File: config.mk
export PLATFORM = sky130hd
export DESIGN_NAME = fft_stage_ctrl_flat
export DESIGN_NICKNAME = d
export VERILOG_FILES = /design/src/rtl/fft_stage_ctrl_if.sv /design/src/rtl/fft_stage_ctrl.sv /design/src/flat_wrapper.sv
export SDC_FILE = /design/constraint.sdc
export NUM_CORES = 1
export LEC_CHECK = 0
export CAP_MARGIN = 15
export CORE_MARGIN = 3
export CORE_UTILIZATION = 35
export DETAILED_ROUTE_END_ITERATION = 8
export GPL_TIMING_DRIVEN = 0
export PLACE_DENSITY = 0.51
export SYNTH_ARGS = -nofsm -noshare
export SYNTH_HDL_FRONTEND = slang
export SYNTH_SLANG_ARGS = --single-unit
File: constraint.sdc
create_clock -name clk -period 8.7 [get_ports clk]
set_input_delay 0.87 -clock clk [delete_from_list [all_inputs] [get_ports clk]]
set_output_delay 0.87 -clock clk [all_outputs]
set_load 0.03 [all_outputs]
File: src/rtl/fft_stage_ctrl_if.sv
// Control/address bundle between an FFT stage sequencer and its butterfly datapath.
interface fft_stage_ctrl_if #(
    parameter int LOG2N      = 10,
    parameter int ADDR_WIDTH = 18
);
    logic                  start;
    logic                  abort;
    logic                  busy;
    logic                  done;
    logic [4:0]            stage;
    logic                  first_level;
    logic                  rd_valid;
    logic [ADDR_WIDTH-1:0] rd_addr_a;
    logic [ADDR_WIDTH-1:0] rd_addr_b;
    logic [LOG2N-2:0]      tw_addr;

    modport master (
        output start, abort,
        input  busy, done, stage, first_level, rd_valid, rd_addr_a, rd_addr_b, tw_addr
    );

    modport slave (
        input  start, abort,
        output busy, done, stage, first_level, rd_valid, rd_addr_a, rd_addr_b, tw_addr
    );
endinterface

File: src/rtl/fft_stage_ctrl.sv
// Radix-2 in-place FFT stage sequencer: butterfly read addresses, twiddle index and stage drain timing.
// Optional stall input is enabled by defining FFT_STAGE_CTRL_STALL_EN.
module fft_stage_ctrl #(
    parameter int LOG2N      = 10,
    parameter int ADDR_WIDTH = 18,
    parameter int PIPE_LAT   = 6
) (
    input  logic             clk,
    input  logic             rst_n,
`ifdef FFT_STAGE_CTRL_STALL_EN
    input  logic             stall,
`endif
    fft_stage_ctrl_if.slave  bus
);
    localparam int KW = LOG2N - 1;
    localparam logic [KW-1:0]    K_LAST     = '1;
    localparam logic [KW-1:0]    K_ONE      = KW'(1);
    localparam logic [LOG2N-1:0] ONE_N      = LOG2N'(1);
    localparam logic [4:0]       STAGE_LAST = 5'(LOG2N - 1);
    localparam logic [5:0]       DRAIN_LAST = 6'(PIPE_LAT - 1);

    typedef enum logic [1:0] {IDLE, READ, DRAIN, DONE} state_t;

    state_t                state_q, state_d;
    logic [KW-1:0]         k_q, k_d;
    logic [4:0]            stage_q, stage_d;
    logic [5:0]            drain_q, drain_d;
    logic                  busy_q, busy_d;
    logic                  done_q, done_d;
    logic                  first_level_q, first_level_d;
    logic                  rd_valid_q, rd_valid_d;
    logic [ADDR_WIDTH-1:0] rd_addr_a_q, rd_addr_a_d;
    logic [ADDR_WIDTH-1:0] rd_addr_b_q, rd_addr_b_d;
    logic [KW-1:0]         tw_addr_q, tw_addr_d;
    logic                  stall_w;
    logic                  stalled_read;

`ifdef FFT_STAGE_CTRL_STALL_EN
    assign stall_w = stall;
`else
    assign stall_w = 1'b0;
`endif

    function automatic logic [LOG2N-1:0] pos_of(input logic [KW-1:0] k, input logic [4:0] st);
        logic [LOG2N-1:0] kx;
        kx = {1'b0, k};
        return kx & ((ONE_N << st) - ONE_N);
    endfunction

    // Upper leg: butterfly group base (k>>stage)*2*span plus offset within the group.
    function automatic logic [LOG2N-1:0] leg_a(input logic [KW-1:0] k, input logic [4:0] st);
        logic [LOG2N-1:0] kx;
        kx = {1'b0, k};
        return ((kx >> st) << (st + 5'd1)) | pos_of(k, st);
    endfunction

    function automatic logic [KW-1:0] twiddle(input logic [KW-1:0] k, input logic [4:0] st);
        logic [LOG2N-1:0] t;
        t = pos_of(k, st) << (STAGE_LAST - st);
        return t[KW-1:0];
    endfunction

    always_comb begin
        state_d = state_q;
        k_d     = k_q;
        stage_d = stage_q;
        drain_d = drain_q;
        stalled_read = (state_q == READ) && stall_w;

        if (state_q != IDLE && bus.abort) begin
            state_d = IDLE;
            k_d     = '0;
            stage_d = '0;
            drain_d = '0;
        end else begin
            case (state_q)
                IDLE: begin
                    if (bus.start && !bus.abort) begin
                        state_d = READ;
                        k_d     = '0;
                        stage_d = '0;
                    end
                end
                READ: begin
                    if (!stall_w) begin
                        if (k_q == K_LAST) begin
                            state_d = DRAIN;
                            drain_d = '0;
                        end else begin
                            k_d = k_q + K_ONE;
                        end
                    end
                end
                DRAIN: begin
                    if (!stall_w) begin
                        if (drain_q == DRAIN_LAST) begin
                            if (stage_q == STAGE_LAST) begin
                                state_d = DONE;
                            end else begin
                                state_d = READ;
                                stage_d = stage_q + 5'd1;
                                k_d     = '0;
                            end
                        end else begin
                            drain_d = drain_q + 6'd1;
                        end
                    end
                end
                DONE: begin
                    state_d = IDLE;
                    k_d     = '0;
                    stage_d = '0;
                    drain_d = '0;
                end
                default: state_d = IDLE;
            endcase
        end

        // Outputs are derived from the next state so every port is a flop.
        busy_d        = (state_d != IDLE);
        done_d        = (state_d == DONE);
        first_level_d = busy_d && (stage_d == 5'd0);
        rd_valid_d    = (state_d == READ) && !stalled_read;
        rd_addr_a_d   = '0;
        rd_addr_b_d   = '0;
        tw_addr_d     = '0;
        if (state_d == READ) begin
            rd_addr_a_d = ADDR_WIDTH'(leg_a(k_d, stage_d));
            rd_addr_b_d = ADDR_WIDTH'(leg_a(k_d, stage_d) + (ONE_N << stage_d));
            tw_addr_d   = twiddle(k_d, stage_d);
        end
    end

    always_ff @(posedge clk or negedge rst_n) begin
        if (!rst_n) begin
            state_q       <= IDLE;
            k_q           <= '0;
            stage_q       <= '0;
            drain_q       <= '0;
            busy_q        <= 1'b0;
            done_q        <= 1'b0;
            first_level_q <= 1'b0;
            rd_valid_q    <= 1'b0;
            rd_addr_a_q   <= '0;
            rd_addr_b_q   <= '0;
            tw_addr_q     <= '0;
        end else begin
            state_q       <= state_d;
            k_q           <= k_d;
            stage_q       <= stage_d;
            drain_q       <= drain_d;
            busy_q        <= busy_d;
            done_q        <= done_d;
            first_level_q <= first_level_d;
            rd_valid_q    <= rd_valid_d;
            rd_addr_a_q   <= rd_addr_a_d;
            rd_addr_b_q   <= rd_addr_b_d;
            tw_addr_q     <= tw_addr_d;
        end
    end

    assign bus.busy        = busy_q;
    assign bus.done        = done_q;
    assign bus.stage       = stage_q;
    assign bus.first_level = first_level_q;
    assign bus.rd_valid    = rd_valid_q;
    assign bus.rd_addr_a   = rd_addr_a_q;
    assign bus.rd_addr_b   = rd_addr_b_q;
    assign bus.tw_addr     = tw_addr_q;
endmodule

File: src/flat_wrapper.sv
// flat-port wrapper written by rule: the top's interface ports become plain ports
module fft_stage_ctrl_flat 
#(
    parameter int LOG2N      = 10,
    parameter int ADDR_WIDTH = 18,
    parameter int PIPE_LAT   = 6
)
  (clk, rst_n, bus_start, bus_abort, bus_busy, bus_done, bus_stage, bus_first_level, bus_rd_valid, bus_rd_addr_a, bus_rd_addr_b, bus_tw_addr);
  fft_stage_ctrl_if #(.LOG2N(LOG2N), .ADDR_WIDTH(ADDR_WIDTH)) bus_i ();
  input  logic clk;
  input  logic rst_n;
  input wire logic [$bits(bus_i.start)-1:0] bus_start;
  input wire logic [$bits(bus_i.abort)-1:0] bus_abort;
  output wire logic [$bits(bus_i.busy)-1:0] bus_busy;
  output wire logic [$bits(bus_i.done)-1:0] bus_done;
  output wire logic [$bits(bus_i.stage)-1:0] bus_stage;
  output wire logic [$bits(bus_i.first_level)-1:0] bus_first_level;
  output wire logic [$bits(bus_i.rd_valid)-1:0] bus_rd_valid;
  output wire logic [$bits(bus_i.rd_addr_a)-1:0] bus_rd_addr_a;
  output wire logic [$bits(bus_i.rd_addr_b)-1:0] bus_rd_addr_b;
  output wire logic [$bits(bus_i.tw_addr)-1:0] bus_tw_addr;
  assign bus_i.start = bus_start;
  assign bus_i.abort = bus_abort;
  assign bus_busy = bus_i.busy;
  assign bus_done = bus_i.done;
  assign bus_stage = bus_i.stage;
  assign bus_first_level = bus_i.first_level;
  assign bus_rd_valid = bus_i.rd_valid;
  assign bus_rd_addr_a = bus_i.rd_addr_a;
  assign bus_rd_addr_b = bus_i.rd_addr_b;
  assign bus_tw_addr = bus_i.tw_addr;
  fft_stage_ctrl #(.LOG2N(LOG2N), .ADDR_WIDTH(ADDR_WIDTH), .PIPE_LAT(PIPE_LAT)) u_core (.clk(clk), .rst_n(rst_n), .bus(bus_i));
endmodule
==> results_dict.tcl <==
set metrics [dict create \
    holdBufCountCts 0 \
    grt_pass1_wl_um 26200 \
    cts_resized 0 \
    numPortBuffers 48 \
    layout_commonest_cell "dfrtp_1" \
    finalHoldViolCount 0 \
    synth_edf_count 0 \
    crit_path_max_fanout 11 \
    cts.path.max_buffers 2 \
    power_density_nw_per_um2 177 \
    holdCritPathClass "flip-flop to flip-flop" \
    drtAntennaViolNets 0 \
    clock.fmax_mhz 153 \
    antenna_cells 0 \
    setup_tns_ns 0 \
    first_pass_iters 5 \
    grt_pass1_vias 4460 \
    synth.distinct_cells 94 \
    rows 42 \
    maxSlewHeadroom_pct 32.0 \
    fin_nets 658 \
    pin_count 58 \
    antenna_found_initial 0 \
    setup.worst_path.end_class "flip-flop" \
    post-place-ws_ns 2.00 \
    clk_latency_ns 0.34 \
    grt_max_degree 34 \
    finalWorstSetupSlack_ns 2.16 \
    syn2layout_area_growth_pct 21.8 \
    numCtsBuffers 9 \
    finalSetupViolCount 0 \
    fp.coreArea_sq_um 13400 \
    place_hpwl_um 12700 \
    ys_ff_latch 63 \
    cts_tree "built" \
    synthTopCellsByArea "dfrtp_1, ha_1, nand2_1" \
    stdcell_area_sq_um 5900 \
    layout_common_cells "dfrtp_1, nand2_1, clkdlybuf4s50_1" \
    critical_path_arrival_ns 6.76 \
    cts-root-buf "clkbuf_16" \
    final.min_clock_period_ns 6.54 \
    postPlaceCellArea_sq_um 5580 \
    netlist_instances 566 \
    die_w_um 124 \
    vias_per_cell 5.77 \
    rsz0062_at_grt "false" \
    start_util_pct 36.1 \
    first_iter_violations 345 \
    dieArea_sq_um 15300 \
    post-route-drc-count 0 \
    skew_ns 0.00981 \
    max_slew.worst_pin.slew_ns 1.02 \
    gr-total-overflow 0 \
    totalWireLength_um 16900 \
    final.period_utilization_pct 75.2 \
    synth_largest_area_cell "dfrtp_1" \
    status "finished clean" \
    cts.sinks 63 \
    grt.total_usage_pct 22.8 \
    cts.clk_slew.worst_paths_ns 0.05 \
    syn_avg_cell_area_sq_um 8.56 \
    postCtsSetupBuffers 0 \
    vdd_drop_max_uv 109 \
    seq_area_frac_synth_pct 32.6 \
    synthFlopType "dfrtp_1" \
    htreeDepth 3 \
    leakagePower_uw 0.00253 \
    finalMaxSlewViolations 0 \
    netlist_area_sq_um 4840 \
    async_reset_ff_share_pct 100 \
    max_cap_violations 0 \
    place_congestion 0.962 \
    wl_per_cell_um 20.7 \
    yosysWarnings 0 \
    drive_gt1_share_pct 13.0 \
    dr_total_vias 4699 \
    crit_path_start_kind "input port" \
    crit_type "input port to flip-flop" \
    worst_ep_required_time_ns 8.91 \
    yosysTopAreaCellShare_pct 32.6 \
    die_h_um 124 \
]
-- worst max-delay path, stage by stage --
cell	delay, ns
clkdlybuf4s50_1	0.54
nand2b_1	0.15
a21oi_1	0.44
o22ai_2	0.23
nor2_2	0.28
clkbuf_1	0.54
nand3_1	0.24
ha_1	0.26
clkbuf_1	0.28
inv_1	0.33
xnor2_1	0.22
nand2_1	0.16
o21ai_0	0.14
ha_1	0.30
a21oi_1	0.22
o21bai_1	0.13
a2111oi_0	0.67
o31ai_1	0.24
a21oi_1	0.23
nor2b_1	0.09
xnor2_1	0.14
nor2_1	0.06
-- power by group --
part	switching, uW	total, uW	internal (uW)
Combinational	213	321	108
Clock	132	381	249
Sequential	21.5	343	321
Total	367	1050	679
-- routing by layer --
metal / GRT usage [%] / part of all wire (%)
met2: 33.4 / 43
met1: 34.1 / 49
met4: 5.88 / 1.1
met3: 4.81 / 7.0
met5: 0 / 0
-- layout make-up --
| cell class | instances | area [sq um] |
|---|---|---|
| repair buffers | 49 | 495 |
| multi-input cells | 439 | 2950 |
| plain buffers | 38 | 214 |
| well taps | 176 | 220 |
| fillers | 1372 | 7500 |
| clock inverters | 6 | 85.1 |
| inverters | 33 | 126 |
| flip-flops and latches | 63 | 1580 |
| clock buffers | 10 | 229 |
-- worst paths after layout --
check	from	endpoint	slack (ns)	depth (start not counted)
max in group asynchronous	rst_n	u_core.bus.rd_addr_b[13]$_DFF_PN0_	7.45	2
min	u_core.drain_q[1]$_DFFE_PN0P_	u_core.drain_q[1]$_DFFE_PN0P_	0.54	2
max reg2reg	u_core.drain_q[3]$_DFFE_PN0P_	u_core.bus.rd_addr_b[11]$_DFF_PN0_	2.46	21
min reg2reg	u_core.drain_q[1]$_DFFE_PN0P_	u_core.drain_q[1]$_DFFE_PN0P_	0.54	2
min in group asynchronous	rst_n	u_core.state_q[1]$_DFF_PN0_	0.61	1
max	bus_start	u_core.bus.rd_addr_b[11]$_DFF_PN0_	2.16	22
-- state kept, by name, summed over array words and instances, names as in the netlist --
name,count
u_core.bus.rd_addr_b,18
u_core.bus.rd_addr_a,10
u_core.bus.tw_addr,9
u_core.k_q,9
u_core.drain_q,6
u_core.bus.stage,5
u_core.state_q,2
u_core.bus.busy,1
u_core.bus.done,1
u_core.bus.first_level,1
u_core.bus.rd_valid,1
-- logic make-up (layout without fill, tap and decap cells) --
kind of cell / after synthesis / in the layout / synth area share [%]
XOR/XNOR: 18 / 18 / 3.26
AND/OR/NAND/NOR: 216 / 216 / 24.1
multiplexers: 7 / 7 / 1.65
flip-flops: 63 / 63 / 32.6
other: 1 / 8 / 0.0774
adder cells (fa/ha/maj): 21 / 21 / 5.58
buffers and inverters: 71 / 136 / 7.03
AO/OA/AOI/OAI: 169 / 169 / 25.7
-- cells in the mapped netlist, types with 4 or more instances --
master    number
a211oi_1       6
a21oi_1       36
a311oi_1       5
a31oi_1       10
and2_1        10
and3_1        13
buf_2          9
buf_4         10
clkbuf_1      14
dfrtp_1       63
ha_1          20
inv_1         27
inv_2          4
nand2_1       55
nand3_1       23
nand4_1        7
nor2_1        44
nor2b_1        6
nor3_1        19
o211ai_1       7
o21a_1         6
o21ai_0       30
o31ai_1        8
o32ai_1        4
or3_1          5
xnor2_1       15
-- stage by stage --
stage	util, %	instances	total power (uW)	hold slack (ns)
after global placement	41.6	797	667	0.510
after floorplan	-	573	546	0.489
final	44.0	814	1050	0.536
after global routing	44.0	814	1100	0.560
after detailed placement	41.7	798	665	0.528
after CTS	44.0	814	1050	0.540
Note: power is estimated with default switching activity, not from simulation.
